$ cat src/rtl/rca_byte_sequencer.sv
// rca_byte_sequencer
//
// Multi-cycle wide adder controller. It accepts two NBYTES-wide operands and a
// carry-in, then drives an external 8-bit ripple-carry adder one byte pair per
// cycle, LSB byte first. The carry is kept in a register between cycles and the
// returned sum bytes are collected. The result is presented together with the
// carry out and a two's-complement overflow flag.
//
// Parameters
//   NBYTES     operand width in bytes (>= 1); W = 8*NBYTES
//
// Ports
//   clk        rising-edge clock
//   rst_n      synchronous reset, active-low
//   in_valid   operands a/b/cin valid
//   in_ready   block can accept operands (IDLE)
//   a, b       W-bit operands
//   cin        carry into byte 0
//   add_x      byte of A to the adder
//   add_y      byte of B to the adder
//   add_ci     carry to the adder
//   add_s      adder sum (combinational return)
//   add_co     adder carry out
//   out_valid  result valid (DONE)
//   out_ready  consumer accepts result
//   sum        A+B+cin modulo 2^W
//   cout       carry out of bit W-1
//   ovf        two's-complement overflow
//   busy       high while bytes are being added (RUN)

module rca_byte_sequencer #(
  parameter int unsigned NBYTES = 4
) (
  input  logic                clk,
  input  logic                rst_n,
  input  logic                in_valid,
  output logic                in_ready,
  input  logic [8*NBYTES-1:0] a,
  input  logic [8*NBYTES-1:0] b,
  input  logic                cin,
  output logic [7:0]          add_x,
  output logic [7:0]          add_y,
  output logic                add_ci,
  input  logic [7:0]          add_s,
  input  logic                add_co,
  output logic                out_valid,
  input  logic                out_ready,
  output logic [8*NBYTES-1:0] sum,
  output logic                cout,
  output logic                ovf,
  output logic                busy
);

  localparam int unsigned W    = 8 * NBYTES;
  // A single-byte operand still needs a 1-bit index register.
  localparam int unsigned IdxW = (NBYTES > 1) ? $clog2(NBYTES) : 1;
  localparam logic [IdxW-1:0] LastIdx = IdxW'(NBYTES - 1);

  typedef enum logic [1:0] {
    StIdle,
    StRun,
    StDone
  } state_e;

  state_e          state_q;
  logic [W-1:0]    a_q;
  logic [W-1:0]    b_q;
  logic            carry_q;
  logic [IdxW-1:0] idx_q;
  logic [W-1:0]    sum_q;
  logic            cout_q;
  logic            ovf_q;
  logic            in_ready_q;
  logic            out_valid_q;
  logic            busy_q;

  // Carry into the MSB of the last byte, recovered from the MSB sum bit.
  logic            msb_carry_in;

  assign msb_carry_in = a_q[W-1] ^ b_q[W-1] ^ add_s[7];

  // Single state machine; handshake and status outputs are registered so they
  // change together with the state.
  always_ff @(posedge clk) begin
    if (!rst_n) begin
      state_q     <= StIdle;
      a_q         <= '0;
      b_q         <= '0;
      carry_q     <= 1'b0;
      idx_q       <= '0;
      sum_q       <= '0;
      cout_q      <= 1'b0;
      ovf_q       <= 1'b0;
      in_ready_q  <= 1'b1;
      out_valid_q <= 1'b0;
      busy_q      <= 1'b0;
    end else begin
      unique case (state_q)
        StIdle: begin
          if (in_valid) begin
            a_q        <= a;
            b_q        <= b;
            carry_q    <= cin;
            idx_q      <= '0;
            state_q    <= StRun;
            in_ready_q <= 1'b0;
            busy_q     <= 1'b1;
          end
        end

        StRun: begin
          sum_q[8*idx_q +: 8] <= add_s;
          carry_q             <= add_co;
          if (idx_q == LastIdx) begin
            cout_q      <= add_co;
            ovf_q       <= msb_carry_in ^ add_co;
            state_q     <= StDone;
            busy_q      <= 1'b0;
            out_valid_q <= 1'b1;
          end else begin
            idx_q <= idx_q + 1'b1;
          end
        end

        StDone: begin
          // No new operands are taken here; the next accept happens in IDLE.
          if (out_ready) begin
            state_q     <= StIdle;
            out_valid_q <= 1'b0;
            in_ready_q  <= 1'b1;
          end
        end

        default: begin
          state_q     <= StIdle;
          in_ready_q  <= 1'b1;
          out_valid_q <= 1'b0;
          busy_q      <= 1'b0;
        end
      endcase
    end
  end

  // Adder drive: the current byte pair while running, zero otherwise.
  always_comb begin
    add_x  = 8'h00;
    add_y  = 8'h00;
    add_ci = 1'b0;
    if (state_q == StRun) begin
      add_x  = a_q[8*idx_q +: 8];
      add_y  = b_q[8*idx_q +: 8];
      add_ci = carry_q;
    end
  end

  assign in_ready  = in_ready_q;
  assign out_valid = out_valid_q;
  assign busy      = busy_q;
  assign sum       = sum_q;
  assign cout      = cout_q;
  assign ovf       = ovf_q;

endmodule

$ cat config.mk
export PLATFORM = sky130hd
export DESIGN_NAME = rca_byte_sequencer
export DESIGN_NICKNAME = d
export VERILOG_FILES = /design/src/rtl/rca_byte_sequencer.sv
export SDC_FILE = /design/constraint.sdc
export NUM_CORES = 1
export LEC_CHECK = 0
export ABC_AREA = 0
export CAP_MARGIN = 20
export CORE_AREA = 2 2 107 109
export CTS_BUF_LIST = sky130_fd_sc_hd__clkbuf_8
export DETAILED_ROUTE_END_ITERATION = 7
export DIE_AREA = 0 0 109 111
export GPL_ROUTABILITY_DRIVEN = 0
export GPL_TIMING_DRIVEN = 0
export PLACE_DENSITY = 0.77
export SLEW_MARGIN = 20
export SYNTH_ARGS = -nofsm -noshare
export SYNTH_HDL_FRONTEND = slang
export SYNTH_SLANG_ARGS = --single-unit
$ cat constraint.sdc
create_clock -name clk -period 1.85 [get_ports clk]
set_input_delay 0.185 -clock clk [delete_from_list [all_inputs] [get_ports clk]]
set_output_delay 0.185 -clock clk [all_outputs]
set_load 0.05 [all_outputs]
## After elaboration in Yosys (flattened, before gate mapping)

Cells that the tools add are included.

| storage, ports and cells | value |
|---|---|
| bits in registers | 106 |
| bits in latches | 0 |
| bits in writable memories | 0 |
| memory bits (read-only) | 0 |
| word-level logic and storage cells | 62 |
| memories kept | 0 |

| operators by class | value |
|---|---|
| add/sub/neg operators | 2 |
| multipliers | 0 |
| divide/modulo/power cells | 0 |
| $lt $le $gt $ge | 0 |
| equal/unequal tests | 7 |
| shifts and indexed selects | 4 |
| multiplexer cells | 22 |
| bitwise logic cells | 6 |
| reduce and logical (&&, ||, !) cells | 10 |

Operator list:

| cell | number |
|---|---|
| $shiftx 32x6->8 | 2 |
| $neg 5->34 | 1 |
| $shift 8x34->32 const A | 1 |
| $shiftx 8x34->32 | 1 |
| $bwmux 32 | 1 |
| $mux 8 | 2 |
| $reduce_and 3->1 | 5 |
| $mux 2 | 5 |
| $pmux 1 s3 | 3 |
| $mux 1 | 8 |
| $ne 2x2->1 const B | 4 |
| $pmux 2 s3 | 1 |
| $reduce_and 2->1 | 3 |
| $eq 2x2->1 const B | 2 |
| $pmux 2 s2 | 1 |
| $not 1->1 | 3 |
| $xor 1x1->1 | 3 |
| $add 2x1->2 const B | 1 |
| $eq 2x1->1 const B | 1 |
| $logic_not 2->1 | 1 |
| $pmux 1 s2 | 1 |
| $reduce_bool 2->1 | 1 |

## Depth between registers and ports, before layout

| logic depth | value |
|---|---|
| depth in word-level cells | 3 |
| depth in mapped cells | 9 |
| mapped depth without buffers | 5 |

## Worst setup path before layout

OpenSTA, ideal clock, no wires.

| path | value |
|---|---|
| path type | reg2reg |
| start | register idx_q[1] |
| end | register sum_q[0], in the netlist sum[0] |
| setup time | 0.119 ns |
| arrival | 1.876 ns |
| setup slack | -0.145 ns |
| cell stages (with the launch flop) | 9 |
| path buffers | 3 |
| clock period less this slack | 1.995 ns |
| cells stage by stage | dfxtp_1 buf_2 buf_2 inv_1 ha_1 and4bb_2 buf_2 a32oi_1 nor2b_1 |

| on the way | value |
|---|---|
| longest elaborated chain between the ends | 3 |

RTL lines:

| what | RTL line | source |
|---|---|---|
| from (decl) | 69 | `logic [IdxW-1:0] idx_q;` |
| from (signal assigned) | 121 | `idx_q <= idx_q + 1'b1;` |
| $neg 5->34 * | 112 | `sum_q[8*idx_q +: 8] <= add_s;` |
| $shiftx 8x34->32 / $shift 8x34->32 (equally long branches) | 112 |  |
| $bwmux 32 * | 112 |  |
| to (signal, indexed assignment) | 112 |  |
| to (decl) | 70 | `logic [W-1:0] sum_q;` |

Mark *: on every way between the ends. The rest lies on a longest branch, timed or not.
A chain may end at the register's enable or synchronous reset.

## Worst setup path after layout

| path | value |
|---|---|
| start | register idx_q[0] |
| end | output add_x[4] |

| on the way | value |
|---|---|
| longest elaborated chain between the ends | 2 |

RTL lines:

| what | RTL line | source |
|---|---|---|
| $shiftx 32x6->8 | 150 | `add_x = a_q[8*idx_q +: 8];` |
| $mux 8 | 149 | `if (state_q == StRun) begin` |
| to (decl) | 41 | `output logic [7:0] add_x,` |

Every way passes these cells.

==> impl_results.md <==
- Clock Tree Buf Depth: 2
- Library cells used by synthesis: 39
- Largest net degree at the start of global routing: 19
- Ant. Diodes: 0
- DRT iter0 DRCs: between 150 and 200
- Synth area leaders: dfxtp_1 44%, nand2_1 12%, a21boi_1 11%, mux4_1 4.9%, a21boi_0 3.4%
- CTS Root Cell: clkbuf_8
- Final Critical Period: between 1.5 and 2 ns
- Vias in the first global route: 4200
- Non-filler cells in the finished layout: 821
- Net Count, Synth: 603
- Post-Place Cells: 793
- EDFF count, synth: 0
- Layout net count: 756
- Crit path cell chain: buf_6 > buf_12 > mux4_2 > and2_4 > buf_8
- DP Area: between 6000 and 7000 um^2
- First-pass GRT wire length: 21200 um
- Period utilisation layout: 107%
- Remaining global-route overflow: 0
- Share of cells above drive strength 1: 19.8%
- F_max: 0.504 GHz
- DP Wirelength: 9570 um
- Max-cap violation count: 0
- Skew final: 0.0131 ns
- Dominant cell type by area after synthesis: dfxtp_1
- Final setup violating endpoints: 17
- Tightest Pin Transition: between 0.5 and 0.6 ns
- Final Instance Area: 6920 um^2
- Synth Area in Compound Gates: 17.6%
- Failing checks: setup timing
- Area added between synthesis and finish: 44.0%
- Initial antenna violation count: 0
- Share of the synthesized area in the top cell type: 44.2%
- Chip height: roughly 110 um
- Yosys Warn Count: 0
- Detail Route Antenna Nets: 0
- Synth Register Bits: 106
- Seq/Total Area, Yosys: 44.2%
- Port Buf Inserts: 130
- GRT Resource Usage Total: 22.5%
- Num rows: 39
- Combinational family with the most area after synthesis: simple AND/OR/NAND/NOR gates
- Crit path launch type: flip-flop
- Hold Crit Class: input port to flip-flop
- Slowest cell on the critical path: mux4_2
- Hold Slack: 0.156 ns
- H-tree depth: 3
- Avg Synthesized Cell Area: 9.24 um^2
- Final wirelength: 13500 um
- Adder-Cell Fraction of Synth Area: 1.30%
- WP buf/inv: 3
- Mux contribution to synthesized area: 8.20%
- Critical path arrival: 1.80 ns
- Routed length per instance: 16.4 um
- Setup WS pre-CTS: -0.726 ns
- Synthesized instance count: 520
- Placeable Area: 11100 um^2
- Vias: 4252
- Sink Count: about 110
- Via density: around 5.2
- Top delay family on crit path: multiplexers
- Crit. End Element: output pin
- Crit Path Max Fanout: 8
- Synth Cell Area: 4800 um^2
- Clk slew on worst S/H paths: 0.11 ns
- Rel. slew slack: 64.7%
- DRC viols: 0
- Synth Area in Simple Gates: 22.6%
- Worst endpoint required time: 1.66 ns
- Area share of xor/xnor cells in the synthesized design: 0.547%
- RSZ-0062 raised after global routing: true
- Die ar.: 12100 um^2
- Commonest register cell after synthesis: dfxtp_1
- CTS buffer count: 9
- Pre-Repair DR Iteration Count: 6
- Ys async rst share: 0%
- Die Wd: 109 um
- Lkg Pwr: ~2.5 nW
- IO Count: 132
- Power Density: 725 nW/um^2
- Hold Violations, Final: 0
- Status: finished, violations left
- Crit-path max cell delay: 0.50 ns
- Fin worst setup slack: -0.136 ns
- Peak VDD IR: 399 uV
- Initial core utilization: 43.4%
- Setup Crit Path Kind: flip-flop to output pin
- TNS Setup: -1.69 ns
- Clock Latency Late Sink: 0.38 ns
- CTS tree: built
- Fin. max-slew vios: 0
[registers in the layout, indices dropped and copies added (netlist names), 2 cells and up]
| signal | cells |
|---|---|
| a_q | 32 |
| b_q | 32 |
| idx_q | 2 |
| state_q | 2 |
| sum | 32 |
[worst reg2reg max path, cell delays in order (launching register included)]
cell and delay, ns:
dfxtp_4 0.40, buf_8 0.14, buf_8 0.13, clkinvlp_4 0.14, ha_4 0.33, nor4b_4 0.22
buf_6 0.19, nand3_2 0.08, a21boi_1 0.16
[cells in the final DEF (no fill, tap or decap), drive strengths merged, types with 4 or more instances in the layout]
cell type | synthesis | layout
nand3 | 24 | 24
a32oi | 8 | 8
dfxtp | 106 | 106
inv | 4 | 6
ha | 5 | 5
clkbuf | 14 | 24
nand3b | 4 | 4
clkdlybuf4s50 | 0 | 113
nand2 | 156 | 156
buf | 28 | 57
and3b | 4 | 4
and2 | 17 | 17
a21oi | 6 | 6
mux4 | 16 | 16
nor2b | 11 | 11
a21boi | 91 | 91
[cells in the mapped netlist, drive strengths merged (2+ instances only)]
library cell,number
nand2,156
dfxtp,106
a21boi,91
buf,28
nand3,24
and2,17
mux4,16
clkbuf,14
nor2b,11
a32oi,8
a21oi,6
ha,5
and3b,4
inv,4
nand3b,4
nand2b,3
nor4b,3
o21ai,3
xnor2,3
a31oi,2
nor2,2
nor4bb,2
[final cells by class]
type,count,area (um^2)
fillers,924,4160
clock inverters,5,68.8
repair buffers,145,1530
flip-flops and latches,106,2130
well taps,143,179
plain buffers,39,297
inverters,4,21.3
multi-input cells,368,2550
clock buffers,11,151
[worst paths after layout]
| kind | end | depth (start not counted) | from | slack, ns |
|---|---|---|---|---|
| hold / removal | a_q[6]$_SDFFE_PN0P_ | 2 | rst_n | 0.16 |
| hold reg to reg | a_q[11]$_SDFFE_PN0P_ | 2 | a_q[11]$_SDFFE_PN0P_ | 0.46 |
| setup reg to reg | sum[23]$_SDFFE_PN0P_ | 8 | idx_q[1]$_SDFFE_PN0P_ | -0.03 |
| setup / recovery | add_x[4] | 5 | idx_q[0]$_SDFFE_PN0P_ | -0.14 |
[timing repair]
| action | 4_1_cts | 5_1_grt |
|---|---|---|
| buffers inserted | 10 | 3 |
| hold buffers | 0 | 0 |
| endpoints found under the setup margin | 50 | 50 |
| hold endpoints to repair | 0 | 0 |
| gates cloned | 2 | 0 |
| pin swaps | 16 | 19 |
| resized for setup | 170 | 42 |
[kinds of logic after synthesis]
kind of cell    after synthesis
fa+ha+maj                     5
compound gates              114
mux                          16
xor+xnor                      3
flops                       106
buf+inv                      46
simple gates                230
[stage by stage]
stage                     util, %  power, mW
after detailed placement     57.0       3.38
after global placement       57.0       3.35
after global routing         62.4       5.20
after floorplan                 -       3.01
after CTS                    61.1       4.98
final                        62.4       5.01
[where the power goes]
part | leakage (nW) | internal (mW) | total (mW) | switching, mW
clock network | 0.110 | 0.724 | 1.59 | 0.864
registers | 0.867 | 2.39 | 2.45 | 0.0648
logic | 1.57 | 0.496 | 0.972 | 0.476
[layer usage]
layer,wire (um),track usage [%],vias up
li1,-,-,2066
met3,816,2.94,15
met2,6550,37.5,142
met5,0,0,-
met1,5970,30.3,2029
met4,170,6.84,0
Power figures use the tool's default switching activity.
